<file path="src/rtl/mc_cpu_pkg.sv">
// Shared encodings for the multi-cycle CPU: opcodes, FSM states, ALU/PC/RegDst codes.
// Build option MC_CTRL_JAL_EN enables the jr/jal decode; otherwise those opcodes are nops.
package mc_cpu_pkg;

    typedef enum logic [2:0] {
        StIf    = 3'b000,
        StId    = 3'b001,
        StExeLs = 3'b010,
        StMem   = 3'b011,
        StWbLd  = 3'b100,
        StExeBr = 3'b101,
        StExeAl = 3'b110,
        StWbAl  = 3'b111
    } state_e;

    typedef enum logic [2:0] {
        ClsRAlu, ClsIAlu, ClsMem, ClsBranch, ClsJump, ClsHalt, ClsNop
    } op_class_e;

    localparam logic [5:0] OpAdd   = 6'b000000;
    localparam logic [5:0] OpSub   = 6'b000001;
    localparam logic [5:0] OpAnd   = 6'b010001;
    localparam logic [5:0] OpOr    = 6'b010011;
    localparam logic [5:0] OpSll   = 6'b011000;
    localparam logic [5:0] OpAddiu = 6'b000010;
    localparam logic [5:0] OpAndi  = 6'b010000;
    localparam logic [5:0] OpOri   = 6'b010010;
    localparam logic [5:0] OpSlti  = 6'b011100;
    localparam logic [5:0] OpSw    = 6'b100110;
    localparam logic [5:0] OpLw    = 6'b100111;
    localparam logic [5:0] OpBeq   = 6'b110000;
    localparam logic [5:0] OpBne   = 6'b110001;
    localparam logic [5:0] OpBltz  = 6'b110010;
    localparam logic [5:0] OpJ     = 6'b111000;
    localparam logic [5:0] OpJr    = 6'b111001;
    localparam logic [5:0] OpJal   = 6'b111010;
    localparam logic [5:0] OpHalt  = 6'b111111;

    localparam logic [2:0] AluAdd  = 3'b000;
    localparam logic [2:0] AluSub  = 3'b001;
    localparam logic [2:0] AluSltu = 3'b010;
    localparam logic [2:0] AluSlt  = 3'b011;
    localparam logic [2:0] AluSll  = 3'b100;
    localparam logic [2:0] AluOr   = 3'b101;
    localparam logic [2:0] AluAnd  = 3'b110;
    localparam logic [2:0] AluXor  = 3'b111;

    localparam logic [1:0] PcSrcNext   = 2'b00;
    localparam logic [1:0] PcSrcBranch = 2'b01;
    localparam logic [1:0] PcSrcRs     = 2'b10;
    localparam logic [1:0] PcSrcJump   = 2'b11;

    localparam logic [1:0] RegDst31 = 2'b00;
    localparam logic [1:0] RegDstRt = 2'b01;
    localparam logic [1:0] RegDstRd = 2'b10;

    function automatic op_class_e op_class(logic [5:0] op);
        op_class_e cls;
        case (op)
            OpAdd, OpSub, OpAnd, OpOr, OpSll:  cls = ClsRAlu;
            OpAddiu, OpAndi, OpOri, OpSlti:    cls = ClsIAlu;
            OpSw, OpLw:                        cls = ClsMem;
            OpBeq, OpBne, OpBltz:              cls = ClsBranch;
            OpJ:                               cls = ClsJump;
`ifdef MC_CTRL_JAL_EN
            OpJr, OpJal:                       cls = ClsJump;
`endif
            OpHalt:                            cls = ClsHalt;
            default:                           cls = ClsNop;
        endcase
        return cls;
    endfunction

endpackage

</file>
<file path="src/rtl/multicycle_control_unit_if.sv">
// Control-unit to datapath bundle: opcode/flags in, phase enables and selects out.
interface multicycle_control_unit_if;
    logic [5:0] opcode;
    logic       zero;
    logic       sign;
    logic [2:0] state;
    logic       PCWre;
    logic       IRWre;
    logic       InsMemRW;
    logic       ALUSrcA;
    logic       ALUSrcB;
    logic       ExtSel;
    logic [2:0] ALUOp;
    logic       mRD;
    logic       mWR;
    logic       DBDataSrc;
    logic       RegWre;
    logic       WrRegDSrc;
    logic [1:0] RegDst;
    logic [1:0] PCSrc;

    modport master (
        input  opcode, zero, sign,
        output state, PCWre, IRWre, InsMemRW, ALUSrcA, ALUSrcB, ExtSel, ALUOp,
               mRD, mWR, DBDataSrc, RegWre, WrRegDSrc, RegDst, PCSrc
    );

    modport slave (
        output opcode, zero, sign,
        input  state, PCWre, IRWre, InsMemRW, ALUSrcA, ALUSrcB, ExtSel, ALUOp,
               mRD, mWR, DBDataSrc, RegWre, WrRegDSrc, RegDst, PCSrc
    );
endinterface

</file>
<file path="src/rtl/mc_ctrl_decode.sv">
// Combinational output decode from FSM state, opcode and ALU flags.
// jr/jal decoding depends on MC_CTRL_JAL_EN through mc_cpu_pkg::op_class.
module mc_ctrl_decode
    import mc_cpu_pkg::*;
(
    input  state_e     state,
    input  logic [5:0] opcode,
    input  logic       zero,
    input  logic       sign,
    output logic       pc_wre,
    output logic       ir_wre,
    output logic       ins_mem_rw,
    output logic       alu_src_a,
    output logic       alu_src_b,
    output logic       ext_sel,
    output logic [2:0] alu_op,
    output logic       m_rd,
    output logic       m_wr,
    output logic       db_data_src,
    output logic       reg_wre,
    output logic       wr_reg_d_src,
    output logic [1:0] reg_dst,
    output logic [1:0] pc_src
);
    op_class_e cls;
    logic      taken;

    always_comb begin
        cls          = op_class(opcode);
        taken        = 1'b0;
        pc_wre       = 1'b0;
        ir_wre       = 1'b0;
        ins_mem_rw   = 1'b1;
        alu_src_a    = 1'b0;
        alu_src_b    = 1'b0;
        ext_sel      = 1'b0;
        alu_op       = AluAdd;
        m_rd         = 1'b0;
        m_wr         = 1'b0;
        db_data_src  = 1'b0;
        reg_wre      = 1'b0;
        wr_reg_d_src = 1'b0;
        reg_dst      = RegDst31;
        pc_src       = PcSrcNext;

        // Opcode is not yet valid in IF, so datapath selects stay at their idle values there.
        if (state != StIf) begin
            case (opcode)
                OpSub:                alu_op = AluSub;
                OpAnd:                alu_op = AluAnd;
                OpOr:                 alu_op = AluOr;
                OpSll:                begin alu_op = AluSll; alu_src_a = 1'b1; end
                OpAddiu:              begin alu_src_b = 1'b1; ext_sel = 1'b1; end
                OpAndi:               begin alu_op = AluAnd; alu_src_b = 1'b1; end
                OpOri:                begin alu_op = AluOr; alu_src_b = 1'b1; end
                OpSlti:               begin alu_op = AluSlt; alu_src_b = 1'b1; ext_sel = 1'b1; end
                OpLw, OpSw:           begin alu_src_b = 1'b1; ext_sel = 1'b1; end
                OpBeq, OpBne, OpBltz: begin alu_op = AluSub; ext_sel = 1'b1; end
                default: ;
            endcase
        end

        unique case (state)
            StIf: ir_wre = 1'b1;
            StId: begin
                if (cls == ClsJump) begin
                    pc_wre = 1'b1;
                    pc_src = (opcode == OpJr) ? PcSrcRs : PcSrcJump;
                    if (opcode == OpJal) reg_wre = 1'b1;
                end else if (cls == ClsNop) begin
                    pc_wre = 1'b1;
                end
            end
            StExeBr: begin
                pc_wre = 1'b1;
                case (opcode)
                    OpBeq:   taken = zero;
                    OpBne:   taken = !zero;
                    OpBltz:  taken = sign;
                    default: taken = 1'b0;
                endcase
                if (taken) pc_src = PcSrcBranch;
            end
            StMem: begin
                m_rd   = (opcode == OpLw);
                m_wr   = (opcode == OpSw);
                pc_wre = (opcode == OpSw);
            end
            StWbLd: begin
                pc_wre       = 1'b1;
                reg_wre      = 1'b1;
                reg_dst      = RegDstRt;
                db_data_src  = 1'b1;
                wr_reg_d_src = 1'b1;
            end
            StWbAl: begin
                pc_wre       = 1'b1;
                reg_wre      = 1'b1;
                reg_dst      = (cls == ClsRAlu) ? RegDstRd : RegDstRt;
                wr_reg_d_src = 1'b1;
            end
            default: ;
        endcase
    end
endmodule

</file>
<file path="src/rtl/multicycle_control_unit.sv">
// Five-phase multi-cycle CPU control: state register and next-state logic; outputs decoded
// combinationally in mc_ctrl_decode. MC_CTRL_JAL_EN enables jr/jal.
module multicycle_control_unit
    import mc_cpu_pkg::*;
(
    input  logic                       clk,
    input  logic                       rst_n,
    multicycle_control_unit_if.master  bus
);
    state_e    state_q, state_d;
    op_class_e cls;

    always_comb begin
        cls     = op_class(bus.opcode);
        state_d = state_q;
        unique case (state_q)
            StIf: state_d = StId;
            StId: begin
                case (cls)
                    ClsRAlu, ClsIAlu: state_d = StExeAl;
                    ClsBranch:        state_d = StExeBr;
                    ClsMem:           state_d = StExeLs;
                    ClsHalt:          state_d = StId;
                    default:          state_d = StIf;
                endcase
            end
            StExeAl: state_d = StWbAl;
            StWbAl:  state_d = StIf;
            StExeBr: state_d = StIf;
            StExeLs: state_d = StMem;
            StMem:   state_d = (bus.opcode == OpLw) ? StWbLd : StIf;
            StWbLd:  state_d = StIf;
            default: state_d = StIf;
        endcase
    end

    always_ff @(posedge clk or negedge rst_n) begin
        if (!rst_n) state_q <= StIf;
        else        state_q <= state_d;
    end

    assign bus.state = state_q;

    mc_ctrl_decode u_decode (
        .state        (state_q),
        .opcode       (bus.opcode),
        .zero         (bus.zero),
        .sign         (bus.sign),
        .pc_wre       (bus.PCWre),
        .ir_wre       (bus.IRWre),
        .ins_mem_rw   (bus.InsMemRW),
        .alu_src_a    (bus.ALUSrcA),
        .alu_src_b    (bus.ALUSrcB),
        .ext_sel      (bus.ExtSel),
        .alu_op       (bus.ALUOp),
        .m_rd         (bus.mRD),
        .m_wr         (bus.mWR),
        .db_data_src  (bus.DBDataSrc),
        .reg_wre      (bus.RegWre),
        .wr_reg_d_src (bus.WrRegDSrc),
        .reg_dst      (bus.RegDst),
        .pc_src       (bus.PCSrc)
    );
endmodule

</file>
<file path="src/flat_wrapper.sv">
// flat-port wrapper written by rule: the top's interface ports become plain ports
module multicycle_control_unit_flat import mc_cpu_pkg::*;
  (clk, rst_n, bus_opcode, bus_zero, bus_sign, bus_state, bus_PCWre, bus_IRWre, bus_InsMemRW, bus_ALUSrcA, bus_ALUSrcB, bus_ExtSel, bus_ALUOp, bus_mRD, bus_mWR, bus_DBDataSrc, bus_RegWre, bus_WrRegDSrc, bus_RegDst, bus_PCSrc);
  multicycle_control_unit_if bus_i ();
  input  logic clk;
  input  logic rst_n;
  input wire logic [$bits(bus_i.opcode)-1:0] bus_opcode;
  input wire logic [$bits(bus_i.zero)-1:0] bus_zero;
  input wire logic [$bits(bus_i.sign)-1:0] bus_sign;
  output wire logic [$bits(bus_i.state)-1:0] bus_state;
  output wire logic [$bits(bus_i.PCWre)-1:0] bus_PCWre;
  output wire logic [$bits(bus_i.IRWre)-1:0] bus_IRWre;
  output wire logic [$bits(bus_i.InsMemRW)-1:0] bus_InsMemRW;
  output wire logic [$bits(bus_i.ALUSrcA)-1:0] bus_ALUSrcA;
  output wire logic [$bits(bus_i.ALUSrcB)-1:0] bus_ALUSrcB;
  output wire logic [$bits(bus_i.ExtSel)-1:0] bus_ExtSel;
  output wire logic [$bits(bus_i.ALUOp)-1:0] bus_ALUOp;
  output wire logic [$bits(bus_i.mRD)-1:0] bus_mRD;
  output wire logic [$bits(bus_i.mWR)-1:0] bus_mWR;
  output wire logic [$bits(bus_i.DBDataSrc)-1:0] bus_DBDataSrc;
  output wire logic [$bits(bus_i.RegWre)-1:0] bus_RegWre;
  output wire logic [$bits(bus_i.WrRegDSrc)-1:0] bus_WrRegDSrc;
  output wire logic [$bits(bus_i.RegDst)-1:0] bus_RegDst;
  output wire logic [$bits(bus_i.PCSrc)-1:0] bus_PCSrc;
  assign bus_i.opcode = bus_opcode;
  assign bus_i.zero = bus_zero;
  assign bus_i.sign = bus_sign;
  assign bus_state = bus_i.state;
  assign bus_PCWre = bus_i.PCWre;
  assign bus_IRWre = bus_i.IRWre;
  assign bus_InsMemRW = bus_i.InsMemRW;
  assign bus_ALUSrcA = bus_i.ALUSrcA;
  assign bus_ALUSrcB = bus_i.ALUSrcB;
  assign bus_ExtSel = bus_i.ExtSel;
  assign bus_ALUOp = bus_i.ALUOp;
  assign bus_mRD = bus_i.mRD;
  assign bus_mWR = bus_i.mWR;
  assign bus_DBDataSrc = bus_i.DBDataSrc;
  assign bus_RegWre = bus_i.RegWre;
  assign bus_WrRegDSrc = bus_i.WrRegDSrc;
  assign bus_RegDst = bus_i.RegDst;
  assign bus_PCSrc = bus_i.PCSrc;
  multicycle_control_unit u_core (.clk(clk), .rst_n(rst_n), .bus(bus_i));
endmodule
</file>
<file path="config.mk">
export PLATFORM = sky130hd
export DESIGN_NAME = multicycle_control_unit_flat
export DESIGN_NICKNAME = d
export VERILOG_FILES = /design/src/rtl/mc_cpu_pkg.sv /design/src/rtl/multicycle_control_unit_if.sv /design/src/rtl/mc_ctrl_decode.sv /design/src/rtl/multicycle_control_unit.sv /design/src/flat_wrapper.sv
export SDC_FILE = /design/constraint.sdc
export NUM_CORES = 1
export LEC_CHECK = 0
export BUFFER_PORTS_ARGS = -buffer_cell sky130_fd_sc_hd__buf_2
export CORE_ASPECT_RATIO = 1.75
export CORE_MARGIN = 8
export CORE_UTILIZATION = 40
export CTS_CLUSTER_DIAMETER = 150
export CTS_CLUSTER_SIZE = 28
export DETAILED_ROUTE_END_ITERATION = 8
export PLACE_DENSITY = 0.61
export SYNTH_ARGS = -nofsm -noshare
export SYNTH_HDL_FRONTEND = slang
export SYNTH_HIERARCHICAL = 1
export SYNTH_SLANG_ARGS = --single-unit
</file>
<file path="constraint.sdc">
create_clock -name clk -period 1.53 [get_ports clk]
set_clock_uncertainty 0.05 [all_clocks]
set_input_delay 0.153 -clock clk [delete_from_list [all_inputs] [get_ports clk]]
set_output_delay 0.153 -clock clk [all_outputs]
set_load 0.05 [all_outputs]
</file>
Yosys cells after proc, flatten, opt, wreduce, memory -nomap -nowiden
Memory sizes are Yosys's and may differ from the RTL's.
Cells that the tools add are included.
{ "word_totals": {"register_bits": 3, "romBits": 384, "elab_cells": 74, "memories": 2} }
{ "mem_list": {"columns": ["name", "words", "width", "read_ports", "rd_ports_with_merged_regs", "write_ports", "line", "text"], "rows": [
  ["(name not given)", 64, 3, 1, 0, 0, "mc_cpu_pkg.sv:59", "case (op)"],
  ["(name not given)", 64, 3, 1, 0, 0, "mc_cpu_pkg.sv:59", null]
]} }
{ "classes": {"eq_ne": 28, "n_mux": 30, "reduce_logical": 13} }
{ "ops": {"columns": ["op", "n"], "rows": [
  ["6-bit equality test (second input constant)", 7],
  ["6-bit by 5-bit equality test with 1-bit output (second input constant)", 6],
  ["3-bit equality test (second input constant)", 7],
  ["1-bit two-way mux", 18],
  ["3-bit case mux with 6 select lines", 1],
  ["3-bit case mux with 5 select lines", 1],
  ["3-bit by 2-bit equality test with 1-bit output (second input constant)", 4],
  ["3-bit case mux with 4 select lines", 1],
  ["3-bit logical NOT", 3],
  ["2-bit case mux with 2 select lines", 2],
  ["2-bit OR reduction", 4],
  ["7-bit OR reduction", 1],
  ["3-bit by 1-bit equality test with 1-bit output (second input constant)", 2],
  ["6-bit by 1-bit equality test with 1-bit output (second input constant)", 1],
  ["6-bit by 2-bit equality test with 1-bit output (second input constant)", 1],
  ["3-bit two-way mux", 2],
  ["1-bit case mux with 3 select lines", 2],
  ["6-bit OR reduction", 1],
  ["2-bit two-way mux", 2],
  ["4-bit OR reduction", 1],
  ["3-bit nonzero test", 1],
  ["3-bit OR reduction", 1],
  ["1-bit case mux with 2 select lines", 1],
  ["1-bit logical NOT", 1]
]} }

Logic depth before layout (Yosys ltp)
Gate-level depths: netlist of the first run.
{ "logic_depth": {"ltp_word": 5, "ltp_mapped": 6, "depth_no_buf": 5} }

By module
Netlist of the first run, hierarchy kept.
{ "by_module_without_submodules": {"columns": ["module", "n_inst", "cells_each", "area_each_um2", "seq_area_each_um2"], "rows": [
  ["mc_ctrl_decode", 1, 92, 563.0, 0.0],
  ["multicycle_control_unit", 1, 50, 422.9, 75.1]
]} }

Least setup slack after synthesis of the first run
OpenSTA, ideal clock, no wires.
{ "synth_path": {"path_kind": "register to output", "from": "reg u_core.state_q[0], in the netlist u_core/bus.state[0]", "to": "out bus_ALUSrcA", "arrival_ps": 2691, "required_ps": 1327, "slack_ps": -1364, "path_stages_with_launch": 4, "path_cell_list": "dfrtp_1 -> or3_1 -> nand3_1 -> nor4b_1"} }
{ "synth_via": {"elab_chain_len": 2} }
{ "synth_lines": {"columns": ["item", "line", "text"], "rows": [
  ["start: declaration", "multicycle_control_unit.sv:10", "state_e state_q, state_d;"],
  ["start signal: assignment", "multicycle_control_unit.sv:38", "if (!rst_n) state_q <= StIf;"],
  ["start signal: assignment", "multicycle_control_unit.sv:39", "else state_q <= state_d;"],
  ["3-bit nonzero test", "mc_ctrl_decode.sv:47", "if (state != StIf) begin"],
  ["1-bit two-way mux", "mc_ctrl_decode.sv:47", null],
  ["end: declaration", "flat_wrapper.sv:14", "output wire logic [$bits(bus_i.ALUSrcA)-1:0] bus_ALUSrcA;"]
]} }
Every way passes these cells.

Final worst setup path of the first run
{ "layout_path": {"from": "reg u_core.state_q[1], in the netlist u_core/bus.state[1]", "to": "out bus_PCSrc[0]"} }
{ "layout_via": {"elab_chain_len": 2} }
{ "layout_lines": {"columns": ["item", "line", "text"], "rows": [
  ["3-bit equality test / 3-bit by 1-bit equality test with 1-bit output (equally long branches)", "mc_ctrl_decode.sv:63", "unique case (state)"],
  ["2-bit case mux with 2 select lines *", "mc_ctrl_decode.sv:63", null],
  ["end: declaration", "flat_wrapper.sv:24", "output wire logic [$bits(bus_i.PCSrc)-1:0] bus_PCSrc;"]
]} }
Every way passes the cells marked *; elsewhere a longest branch is shown, timed or not.

==> reports/results.md, run 1 <==
| Parameter | Value | Unit |
|:---|:---|:---|
| Required @ worst endpoint | 1.33 | ns |
| Total Nets Final | 220 | - |
| Fraction of synthesized cell area taken by the top area cell type | 7.61 | % |
| Worst rel slew slack | 59.2 | % |
| Worst r2r dst | u_core/bus.state[2] | - |
| Setup WS post-layout | -0.265 | ns |
| Maximum level of the CTS H-tree | 1 | - |
| Number of enable-type register cells in the synthesized netlist | 0 | - |
| FMAX | 557 | MHz |
| Slew of the pin with the lowest slew margin | 0.612 | ns |
| Register area | 83.8 | µm² |
| Area of the core region | 2400 | µm² |
| Post-detailed-route DRC marker count | 0 | - |
| Initial core utilization | 41.0 | % |
| Final count of negative-setup-slack endpoints | 18 | - |
| Capturing element type of the critical path | primary output | - |
| Critical register-to-register path startpoint | u_core/bus.state[0] | - |
| Post-Syn Area | 986 | µm² |
| Primary flip-flop cell chosen by synthesis mapping | dfrtp_1 | - |
| Buffer cell driving the clock tree root | clkbuf_8 | - |
| Overall via count from detail_route | 1373 | - |
| CTS buffer count | 3 | - |
| Number of fillers in the final layout | 184 | - |
| Worst IR Drop VDD | 1.10 | mV |
| Clock tree buffer depth | 2 | - |
| Failing checks | negative setup slack | - |
| Routed WL | 3960 | µm |
| DIE WIDTH | 53.5 | µm |
| Largest net degree at the start of global routing | 20 | - |
| Nature of the critical path startpoint | flop | - |
| Synthesized Nets | 152 | - |
| CP max-delay cell | dfrtp_4 | - |
| Share of synthesized flip-flops with an asynchronous set or reset | 100 | % |
| Wire length of the first global-routing pass | 6180 | µm |
| Area of the die | 4370 | µm² |
| Register-to-register path setup slack | -0.08 | ns |
| DP Wirelength | 2940 | µm |
| I/O pin count | 31 | - |
| Row Count | 24 | - |
| Antenna violations before repair | 0 | - |
| Slowest stage delay, CP | 0.49 | ns |
| Area leader, netlist | dfrtp_1 | - |
| Via count of the first global-routing pass | 1392 | - |
| Period utilisation layout | 117 | % |
| Routed length per placed instance | 16.8 | µm |
| Netlist cell types | 53 | - |
| Avg Inst Size Synth | 6.94 | µm² |
| Top cells by area, synth | dfrtp_1 7.6%, a21oi_1 6.6%, nor4b_1 5.3% | - |
| Slew Limit Fails | 0 | - |
| Vias per cell | 5.84 | - |
| Synth-to-Final Area Change | 86.5 | % |
| Pwr per Cell Area | 994 | nW/µm² |
| Share of post-route cells with drive strength above 1 | 55.5 | % |
| Final RePlAce weighted congestion | 0.821 | - |
| Largest driver fanout on the critical path | 4 | - |
| Leftover overflow at the end of global routing | 0 | - |
| Iteration-0 DRC count of the detailed router | 39 | - |
| Total routing resource utilization after global routing | 17.7 | % |
| Crit Path Category | reg2out | - |
| IO Port Bufs | 29 | - |
| Clock network latency to the later pin of the worst-skew pair | 0.21 | ns |
| Fin crit period | 1.80 | ns |
| Detail Route Antenna Nets | 0 | - |
| Leakage dissipation | 0.769 | nW |
| Classification of the worst-slack hold path | in2async | - |
| Sequential share of the synthesized area | 7.61 | % |
| Number of max-cap violations | 0 | - |
| Register bit total from synthesis | 3 | - |
| Warnings from Yosys | 6 | - |
| Die extent in y | 81.7 | µm |
| Clock-pin slew reported for the worst setup and hold paths after clock tree synthesis | 0.03 | ns |
| Largest register FFs | 3 | - |
| TritonCTS Sinks | 3 | - |
| RSZ-0062 raised after global routing | yes | - |
| Cells on worst reg2reg path | 6 | - |
| Total power | 0.00183 | W |
| Final hold slack | 0.221 | ns |
| Number of antenna repair diodes | 0 | - |
| Multi-input logic area | 947 | µm² |
| CTS tree | yes | - |
| Arrival time worst endpoint | 1.59 | ns |
| Final number of hold-violating endpoints | 0 | - |
| Outcome | complete, but fails checks | - |
| Number of detailed-routing iterations run before antenna repair | 4 | - |
| Post-synthesis cell count | 142 | - |
| Critical path cell sequence | nand2b_4 > or3_4 > o31ai_4 > buf_6 | - |
metal layers:
| metal | global-route usage [%] | wire length [µm] |
|---|---|---|
| met5 | 0 | 0 |
| met4 | 6.09 | 136 |
| met3 | 0.906 | 148 |
| met2 | 34.9 | 2260 |
| met1 | 18.3 | 1420 |
what timing repair did:
action                                 in CTS  in global routing
endpoints found under the hold margin       3                  0
gates resized for setup                    49                 11
setup buffers                               1                  6
setup endpoints to repair                  18                 18
hold buffers                                1                  0
pin swaps                                   7                  4
kinds of logic (layout without fill, tap and decap cells):
logic type,after synthesis,in the layout,share of synthesized area (%)
compound gates,45,45,31.3
xor+xnor,1,1,0.888
buf+inv,23,90,16.1
flops,3,3,7.61
other cells,1,1,0.380
simple gates,69,69,43.7
worst max-delay path: cells and delay by family (launching register included):
kind                   cells  cell delay [ns]
buffers and inverters      1             0.19
flip-flops                 1             0.49
AND/OR/NAND/NOR            2             0.52
AO/OA/AOI/OAI              1             0.18
metrics by stage:
step | area [µm²] | std cells | setup TNS [ns] | setup WS (ns) | util, %
global route | 1840 | 235 | -3.40 | -0.309 | 76.6
global placement | 1530 | 223 | -1.39 | -0.155 | 63.9
floorplan | 1160 | 142 | -2.12 | -0.347 | -
CTS | 1760 | 229 | -2.74 | -0.313 | 73.1
finish | 1840 | 235 | -2.73 | -0.265 | 76.6
detailed placement | 1530 | 223 | -1.84 | -0.179 | 63.9
worst max path at each step:
stage / startpoint / cells past startpoint / end
6_report: u_core/bus.state[1] / 4 / bus_PCSrc[0]
3_3_place_gp: u_core/bus.state[1] / 4 / bus_PCSrc[0]
4_1_cts: u_core/bus.state[1] / 4 / bus_PCSrc[0]
2_1_floorplan: u_core/bus.state[2] / 3 / bus_PCSrc[0]
5_1_grt: u_core/bus.state[1] / 4 / bus_PCSrc[0]
3_5_place_dp: u_core/bus.state[1] / 4 / bus_PCSrc[0]
placed cells by master (no fill, tap or decap), types with 4 or more instances in the layout:
cell	Yosys	layout
buf_4	4	38
buf_6	3	23
buf_2	3	10
a21oi_1	13	8
inv_1	8	7
nand2_1	8	7
nor3_1	7	6
nor2_1	7	6
o21ai_0	8	6
nor4b_1	6	5
nand2b_1	5	4
a21oi_4	0	4
synthesized netlist by cell type (2+ instances only):
cell / number
inv_1: 8
o31ai_1: 3
buf_2: 3
or2_1: 3
nand2b_1: 5
o21a_1: 3
nor4b_1: 6
or4_1: 2
nand4_1: 3
nor3_1: 7
o22ai_1: 2
buf_6: 3
buf_4: 4
a21oi_1: 13
nor2b_1: 3
o21ai_0: 8
dfrtp_1: 3
nor2_1: 7
nor4_1: 5
nand2_1: 8
nand3_1: 4
clkbuf_8: 3
and2_1: 2
a311oi_1: 2
or3_1: 4
power by group:
group          total (W)  internal (W)  switching, W
Sequential      0.000183      0.000126     0.0000572
Clock           0.000228      0.000178     0.0000504
Combinational    0.00142      0.000597      0.000820
Total            0.00183      0.000901      0.000928
cell type report:
| cell class | instances | area share (%) |
|---|---|---|
| Clock buffer | 4 | 2.45 |
| Inverter | 8 | 1.84 |
| Multi-Input combinational cell | 116 | 51.5 |
| Sequential cell | 3 | 4.56 |
| Tap cell | 26 | 1.77 |
| Timing Repair Buffer | 78 | 37.9 |
Note: power is estimated with default switching activity, not from simulation.
==> run 2: changes to the inputs <==
ABC_CLOCK_PERIOD_IN_PS = 1530   (was unset)
RECOVER_POWER = 25   (was unset)
==> reports/results.md, run 2 (same netlist as run 1, synthesis figures left out) <==
| Parameter | Value | Unit | vs previous |
|:---|:---|:---|:---|
| Worst IR Drop VDD | 1.10 | mV | about the same |
| Setup TNS after final layout | -2.74 | ns | -0.0105 ns |
| Via count of the first global-routing pass | 1392 | - | unchanged |
| Register-to-register path setup slack | -0.08 | ns | about the same |
| CTS tree | yes | - |  |
| Critical Path Start | u_core/bus.state[1] | - |  |
| Register area | 83.8 | µm² | unchanged |
| Post-route cell area | 1840 | µm² | about the same |
| Slowest stage delay, CP | 0.49 | ns | about the same |
| Final RePlAce weighted congestion | 0.821 | - | unchanged |
| Most common library cell in the layout ignoring fill and taps | buf_4 | - |  |
| Clock network fraction of design power | 12.5 | % | about the same |
| Slew of the pin with the lowest slew margin | 0.618 | ns | +0.00567 ns |
| Initial core utilization | 41.0 | % | unchanged |
| Wire length of the first global-routing pass | 6180 | µm | unchanged |
| Overall via count from detail_route | 1382 | - | +0.66% |
| Buffer cell driving the clock tree root | clkbuf_8 | - |  |
| Slew Limit Fails | 0 | - | unchanged |
| Crit Path Category | reg2out | - |  |
| Number of antenna repair diodes | 0 | - | unchanged |
| End point of the critical path | bus_PCSrc[0] | - |  |
| Maximum level of the CTS H-tree | 1 | - | unchanged |
| Final core area utilization | 76.5 | % | about the same |
| TritonCTS Sinks | 3 | - | unchanged |
| Setup WS post-layout | -0.265 | ns | -0.000213 ns |
| I/O pin count | 31 | - | unchanged |
| Period utilisation layout | 117 | % | about the same |
| Largest driver fanout on the critical path | 4 | - | unchanged |
| Proportion of power drawn by combinational gates | 77.5 | % | about the same |
| Multi-input logic area | 947 | µm² | unchanged |
| Final number of hold-violating endpoints | 0 | - | unchanged |
| DP Wirelength | 2940 | µm | unchanged |
| Share of post-route cells with drive strength above 1 | 55.0 | % | -0.48 points |
| Die extent in y | 81.7 | µm | unchanged |
| Largest register FFs | 3 | - | unchanged |
| Synth-to-Final Area Change | 86.4 | % | about the same |
| Arrival time worst endpoint | 1.59 | ns | about the same |
| Final cell count without fillers | 235 | - | unchanged |
| Pwr per Cell Area | 996 | nW/µm² | +0.14% |
| Vias per cell | 5.88 | - | +0.66% |
| Leftover overflow at the end of global routing | 0 | - | unchanged |
| Cells on worst reg2reg path | 6 | - | unchanged |
| Fin crit period | 1.80 | ns | +0.000213 ns |
| Switching power total | 0.000930 | W | +0.19% |
| Sw Ratio | 50.8 | % | +0.056 points |
| Placement-stage cell area | 1530 | µm² | unchanged |
| Total Nets Final | 220 | - | unchanged |
| Number of fillers in the final layout | 184 | - | unchanged |
| Routed WL | 3950 | µm | -0.10% |
| Clock network latency to the later pin of the worst-skew pair | 0.21 | ns | about the same |
| Area of the die | 4370 | µm² | unchanged |
| Nature of the critical path startpoint | flop | - |  |
| Cell total after placement | 223 | - | unchanged |
| Clock tree buffer depth | 2 | - | unchanged |
| Worst rel slew slack | 58.8 | % | -0.38 points |
| Iteration-0 DRC count of the detailed router | 51 | - | +31% |
| Total power | 0.00183 | W | about the same |
| Critical path cell sequence | nand2b_4 > or3_4 > o31ai_4 > buf_6 | - |  |
| Final count of negative-setup-slack endpoints | 18 | - | unchanged |
| Worst r2r dst | u_core/bus.state[2] | - |  |
| Capturing element type of the critical path | primary output | - |  |
| Leakage dissipation | 0.766 | nW | -0.36% |
| Critical register-to-register path startpoint | u_core/bus.state[0] | - |  |
| Commonest cells after routing, fill and taps aside | 38 x buf_4, 23 x buf_6, 9 x buf_2, 8 x a21oi_1 | - |  |
| Post-detailed-route DRC marker count | 0 | - | unchanged |
| Largest net degree at the start of global routing | 20 | - | unchanged |
| FMAX | 557 | MHz | about the same |
| Cell-internal power | 0.000900 | W | about the same |
| Clock-pin slew reported for the worst setup and hold paths after clock tree synthesis | 0.03 | ns | about the same |
| Required @ worst endpoint | 1.33 | ns | about the same |
| CP max-delay cell | dfrtp_4 | - |  |
| Number of max-cap violations | 0 | - | unchanged |
| Routed length per placed instance | 16.8 | µm | -0.10% |
| IO Port Bufs | 29 | - | unchanged |
| Row Count | 24 | - | unchanged |
| Detail Route Antenna Nets | 0 | - | unchanged |
| Classification of the worst-slack hold path | in2async | - |  |
| Failing checks | negative setup slack | - |  |
| Antenna violations before repair | 0 | - | unchanged |
| Outcome | complete, but fails checks | - |  |
| DIE WIDTH | 53.5 | µm | unchanged |
| Part of the power in registers | 10.0 | % | about the same |
| Total routing resource utilization after global routing | 17.7 | % | unchanged |
| RSZ-0062 raised after global routing | yes | - |  |
| Number of detailed-routing iterations run before antenna repair | 4 | - | unchanged |
| CTS buffer count | 3 | - | unchanged |
| Area of the core region | 2400 | µm² | unchanged |
[run 2: how the worst min path moves through the flow]
stage | from | end | slack (ns) | depth (start not counted)
2_1_floorplan | rst_n | u_core/bus.state[2] | -0.19 | 0
5_1_grt | rst_n | u_core/bus.state[1] | 0.25 | 2
3_3_place_gp | rst_n | u_core/bus.state[0] | -0.10 | 1
4_1_cts | rst_n | u_core/bus.state[0] | 0.22 | 2
3_5_place_dp | rst_n | u_core/bus.state[1] | -0.1 | 1
6_report | rst_n | u_core/bus.state[0] | 0.23 | 2
[run 2: worst max-delay path: cells and delay by family (launching register included)]
| family | cells | cell delay [ns] |
|---|---|---|
| simple gates | 2 | 0.52 |
| flops | 1 | 0.49 |
| buf+inv | 1 | 0.19 |
| compound gates | 1 | 0.18 |
[run 2: cell type report]
class	instances	share of cell area, %
multi-input combinational	116	51.5
timing repair buffer	78	37.8
sequential	3	4.56
clock buffer	4	2.45
inverter	8	1.84
tap	26	1.77
[run 2: layer usage]
metal	up-vias	track usage [%]	share of wire [%]
met5	-	0	0
met3	12	0.906	3.4
met2	39	34.9	58
met4	0	6.09	3.4
met1	666	18.3	36
li1	665	-	-
[run 2: per-stage QoR]
step	worst slack, ns	hold slack (ns)
after global routing	-0.309	0.254
final	-0.265	0.231
after detailed placement	-0.179	-0.0990
after CTS	-0.313	0.223
after global placement	-0.155	-0.103
after floorplan	-0.347	-0.193
[run 2: what timing repair did]
item / CTS / global route
hold buffers: 1 / 0
gates resized for setup: 49 / 11
pin swaps: 7 / 4
setup buffers: 1 / 6
endpoints found under the hold margin: 3 / 0
setup endpoints to repair: 18 / 18
[run 2: power by group through the flow]
stage | clock network, W | registers [W] | logic [W]
after floorplan | 0 | 0.000299 | 0.000667
after global placement | 0 | 0.000160 | 0.00110
after detailed placement | 0 | 0.000167 | 0.00113
after CTS | 0.000232 | 0.000180 | 0.00133
after global routing | 0.000238 | 0.000192 | 0.00149
final | 0.000228 | 0.000183 | 0.00142
==> run 3: changes to the inputs <==
--- a/config.mk
+++ b/config.mk
@@ -7,5 +7,4 @@
 export LEC_CHECK = 0
 export ABC_CLOCK_PERIOD_IN_PS = 1530
-export BUFFER_PORTS_ARGS = -buffer_cell sky130_fd_sc_hd__buf_2
 export CORE_ASPECT_RATIO = 1.75
 export CORE_MARGIN = 8
@@ -14,5 +13,6 @@
 export CTS_CLUSTER_SIZE = 28
 export DETAILED_ROUTE_END_ITERATION = 8
-export PLACE_DENSITY = 0.61
+export DONT_BUFFER_PORTS = 1
+export PLACE_DENSITY = 0.5
 export RECOVER_POWER = 25
 export SYNTH_ARGS = -nofsm -noshare
--- a/constraint.sdc
+++ b/constraint.sdc
@@ -3,3 +3,3 @@
 set_input_delay 0.153 -clock clk [delete_from_list [all_inputs] [get_ports clk]]
 set_output_delay 0.153 -clock clk [all_outputs]
-set_load 0.05 [all_outputs]
+set_load 0.1 [all_outputs]
==> reports/results.md, run 3 (same netlist as run 1, synthesis figures left out) <==
| Parameter | Value | Unit | vs previous |
|:---|:---|:---|:---|
| Outcome | complete, but fails checks | - |  |
| Failing checks | negative setup slack | - |  |
| Total routing resource utilization after global routing | 15.5 | % | -2.2 points |
| Clock-pin slew reported for the worst setup and hold paths after clock tree synthesis | 0.03 | ns | about the same |
| Routed length per placed instance | 18.1 | µm | +7.7% |
| Maximum level of the CTS H-tree | 1 | - | unchanged |
| Part of the power in registers | 7.7 | % | -2.3 points |
| Classification of the worst-slack hold path | in2reg | - |  |
| Slowest stage delay, CP | 0.48 | ns | about the same |
| Clock network fraction of design power | 10.1 | % | -2.4 points |
| Detail Route Antenna Nets | 0 | - | unchanged |
| Initial core utilization | 41.0 | % | unchanged |
| Number of instances on the worst hold path | 2 | - |  |
| Area of the core region | 2400 | µm² | unchanged |
| Via count of the first global-routing pass | 1124 | - | -19% |
| Setup TNS after final layout | -3.66 | ns | -0.922 ns |
| Commonest cells after routing, fill and taps aside | 17 x buf_12, 11 x buf_4, 9 x buf_6, 8 x a21oi_1 | - |  |
| Total power | 0.00237 | W | +29% |
| Met3 wire len | 157 | µm | +17% |
| Number of detailed-routing iterations run before antenna repair | 4 | - | unchanged |
| Post-detailed-route DRC marker count | 0 | - | unchanged |
| Worst r2r dst | u_core/bus.state[0] | - |  |
| Number of max-cap violations | 0 | - | unchanged |
| Routed WL | 3530 | µm | -11% |
| Required @ worst endpoint | 1.33 | ns | about the same |
| Worst IR Drop VDD | 1.48 | mV | +34% |
| Slew of the pin with the lowest slew margin | 0.544 | ns | -0.0745 ns |
| Final core area utilization | 71.4 | % | -5.2 points |
| Number of fillers in the final layout | 179 | - | -2.7% |
| CP max-delay cell | dfrtp_4 | - |  |
| Most common library cell in the layout ignoring fill and taps | buf_12 | - |  |
| Clock tree buffer depth | 2 | - | unchanged |
| Antenna violations before repair | 0 | - | unchanged |
| Die extent in y | 81.7 | µm | unchanged |
| CTS tree | yes | - |  |
| Total Nets Final | 180 | - | -18% |
| TritonCTS Sinks | 3 | - | unchanged |
| Final hold slack | 0.0992 | ns | -0.132 ns |
| CTS buffer count | 3 | - | unchanged |
| Row Count | 24 | - | unchanged |
| IO Port Bufs | 0 | - | -100% |
| DIE WIDTH | 53.5 | µm | unchanged |
| Final number of hold-violating endpoints | 0 | - | unchanged |
| Cell-internal power | 0.00108 | W | +20% |
| Setup WS post-layout | -0.316 | ns | -0.0506 ns |
| Final RePlAce weighted congestion | 0.763 | - | -7.1% |
| Proportion of power drawn by combinational gates | 82.2 | % | +4.7 points |
| Length of routed met2 wiring | 2050 | µm | -9.7% |
| Critical Path Start | u_core/bus.state[1] | - |  |
| Cells on worst reg2reg path | 7 | - | +1 |
| Wire length of the first global-routing pass | 5390 | µm | -13% |
| Overall via count from detail_route | 1193 | - | -14% |
| Nature of the critical path startpoint | flop | - |  |
| Pwr per Cell Area | 1380 | nW/µm² | +39% |
| Critical register-to-register path startpoint | u_core/bus.state[1] | - |  |
| Leakage dissipation | 0.614 | nW | -20% |
| Final count of negative-setup-slack endpoints | 19 | - | +1 |
| DP Wirelength | 2320 | µm | -21% |
| Highest routing layer actually used | met4 | - |  |
| Share of post-route cells with drive strength above 1 | 47.9 | % | -7.1 points |
| Largest driver fanout on the critical path | 4 | - | unchanged |
| FMAX | 542 | MHz | -2.7% |
| Buffer cell driving the clock tree root | clkbuf_8 | - |  |
| Arrival time worst endpoint | 1.64 | ns | +0.05 ns |
| Number of antenna repair diodes | 0 | - | unchanged |
| Capturing element type of the critical path | primary output | - |  |
| End point of the critical path | bus_PCSrc[0] | - |  |
| Placement-stage cell area | 1470 | µm² | -4.5% |
| Period utilisation layout | 121 | % | +3.3 points |
| Leftover overflow at the end of global routing | 0 | - | unchanged |
| Crit Path Category | reg2out | - |  |
| Register-to-register path setup slack | -0.11 | ns | -0.03 ns |
| Critical path cell sequence | nand2b_4 > or3_4 > o31ai_4 > buf_12 | - |  |
| Post-route cell area | 1710 | µm² | -6.7% |
| Area of the die | 4370 | µm² | unchanged |
| Total routed wire length on the met1 layer | 1300 | µm | -7.7% |
| Largest net degree at the start of global routing | 32 | - | +60% |
| Iteration-0 DRC count of the detailed router | 38 | - | -25% |
| RSZ-0062 raised after global routing | yes | - |  |
| Sw Ratio | 54.2 | % | +3.4 points |
| I/O pin count | 31 | - | unchanged |
| Synth-to-Final Area Change | 73.9 | % |  |
| Slew Limit Fails | 0 | - | unchanged |
| Clock network latency to the later pin of the worst-skew pair | 0.22 | ns | about the same |
| Fin crit period | 1.85 | ns | +0.0506 ns |
| Worst rel slew slack | 63.8 | % | +5.0 points |
| Vias per cell | 6.12 | - | +4.0% |
| Largest register FFs | 3 | - | unchanged |
| Switching power total | 0.00128 | W | +38% |
## run 3: cell types whose count changed in the layout (fill, tap and decap cells not counted), sizes merged
| cell | delta |
|---|---|
| clkinvlp | -1 |
| inv | +1 |
| clkbuf | -2 |
| buf | -38 |
## run 3: per-stage QoR
step / std cells / setup slack (ns)
2_1_floorplan: 142 / -0.806
3_3_place_gp: 183 / -0.134
3_5_place_dp: 183 / -0.161
4_1_cts: 191 / -0.355
5_1_grt: 195 / -0.354
6_report: 195 / -0.316
## run 3: power by group through the flow
stage                     Clock [W]  Sequential, W  Combinational [W]
after CTS                  0.000240       0.000178            0.00180
final                      0.000240       0.000183            0.00195
after floorplan                   0       0.000399           0.000877
after global routing       0.000242       0.000191            0.00201
after global placement            0       0.000167            0.00159
after detailed placement          0       0.000171            0.00161
## run 3: worst min path at each step
| stage | start | to | slack, ns |
|---|---|---|---|
| detailed placement | rst_n | u_core/bus.state[1] | -0.19 |
| global route | bus_opcode[3] | u_core/bus.state[1] | 0.1 |
| global placement | rst_n | u_core/bus.state[0] | -0.19 |
| floorplan | rst_n | u_core/bus.state[0] | -0.19 |
| CTS | bus_opcode[4] | u_core/bus.state[0] | 0.08 |
| finish | bus_opcode[3] | u_core/bus.state[1] | 0.1 |
## run 3: what timing repair did
item / CTS / global route
gates cloned: 0 / 0
pin swaps: 6 / 10
hold buffers: 1 / 0
setup buffers: 3 / 5
hold endpoints to repair: 3 / 0
endpoints found under the setup margin: 19 / 20
gates resized for setup: 26 / 10
## run 3: worst max-delay path: cells and delay by family (launching register included)
kind                   cells  cell delay [ns]
DFF                        1             0.48
buffers and inverters      1             0.21
and+or+nand+nor            2             0.51
AOI/OAI and AO/OA          1             0.22
## run 3: final cells by class
type / count / area, µm² / area share [%]
clock buffer: 4 / 45.0 / 2.63
inverter: 8 / 32.5 / 1.90
sequential: 3 / 86.3 / 5.04
tap: 26 / 32.5 / 1.90
multi-input combinational: 116 / 983 / 57.4
timing repair buffer: 38 / 534 / 31.2
## run 3: routing by layer
| metal | vias up | global-route usage, % |
|---|---|---|
| met2 | 39 | 29.2 |
| li1 | 586 | - |
| met3 | 4 | 1.99 |
| met5 | - | 0 |
| met4 | 0 | 4.82 |
| met1 | 564 | 16.7 |
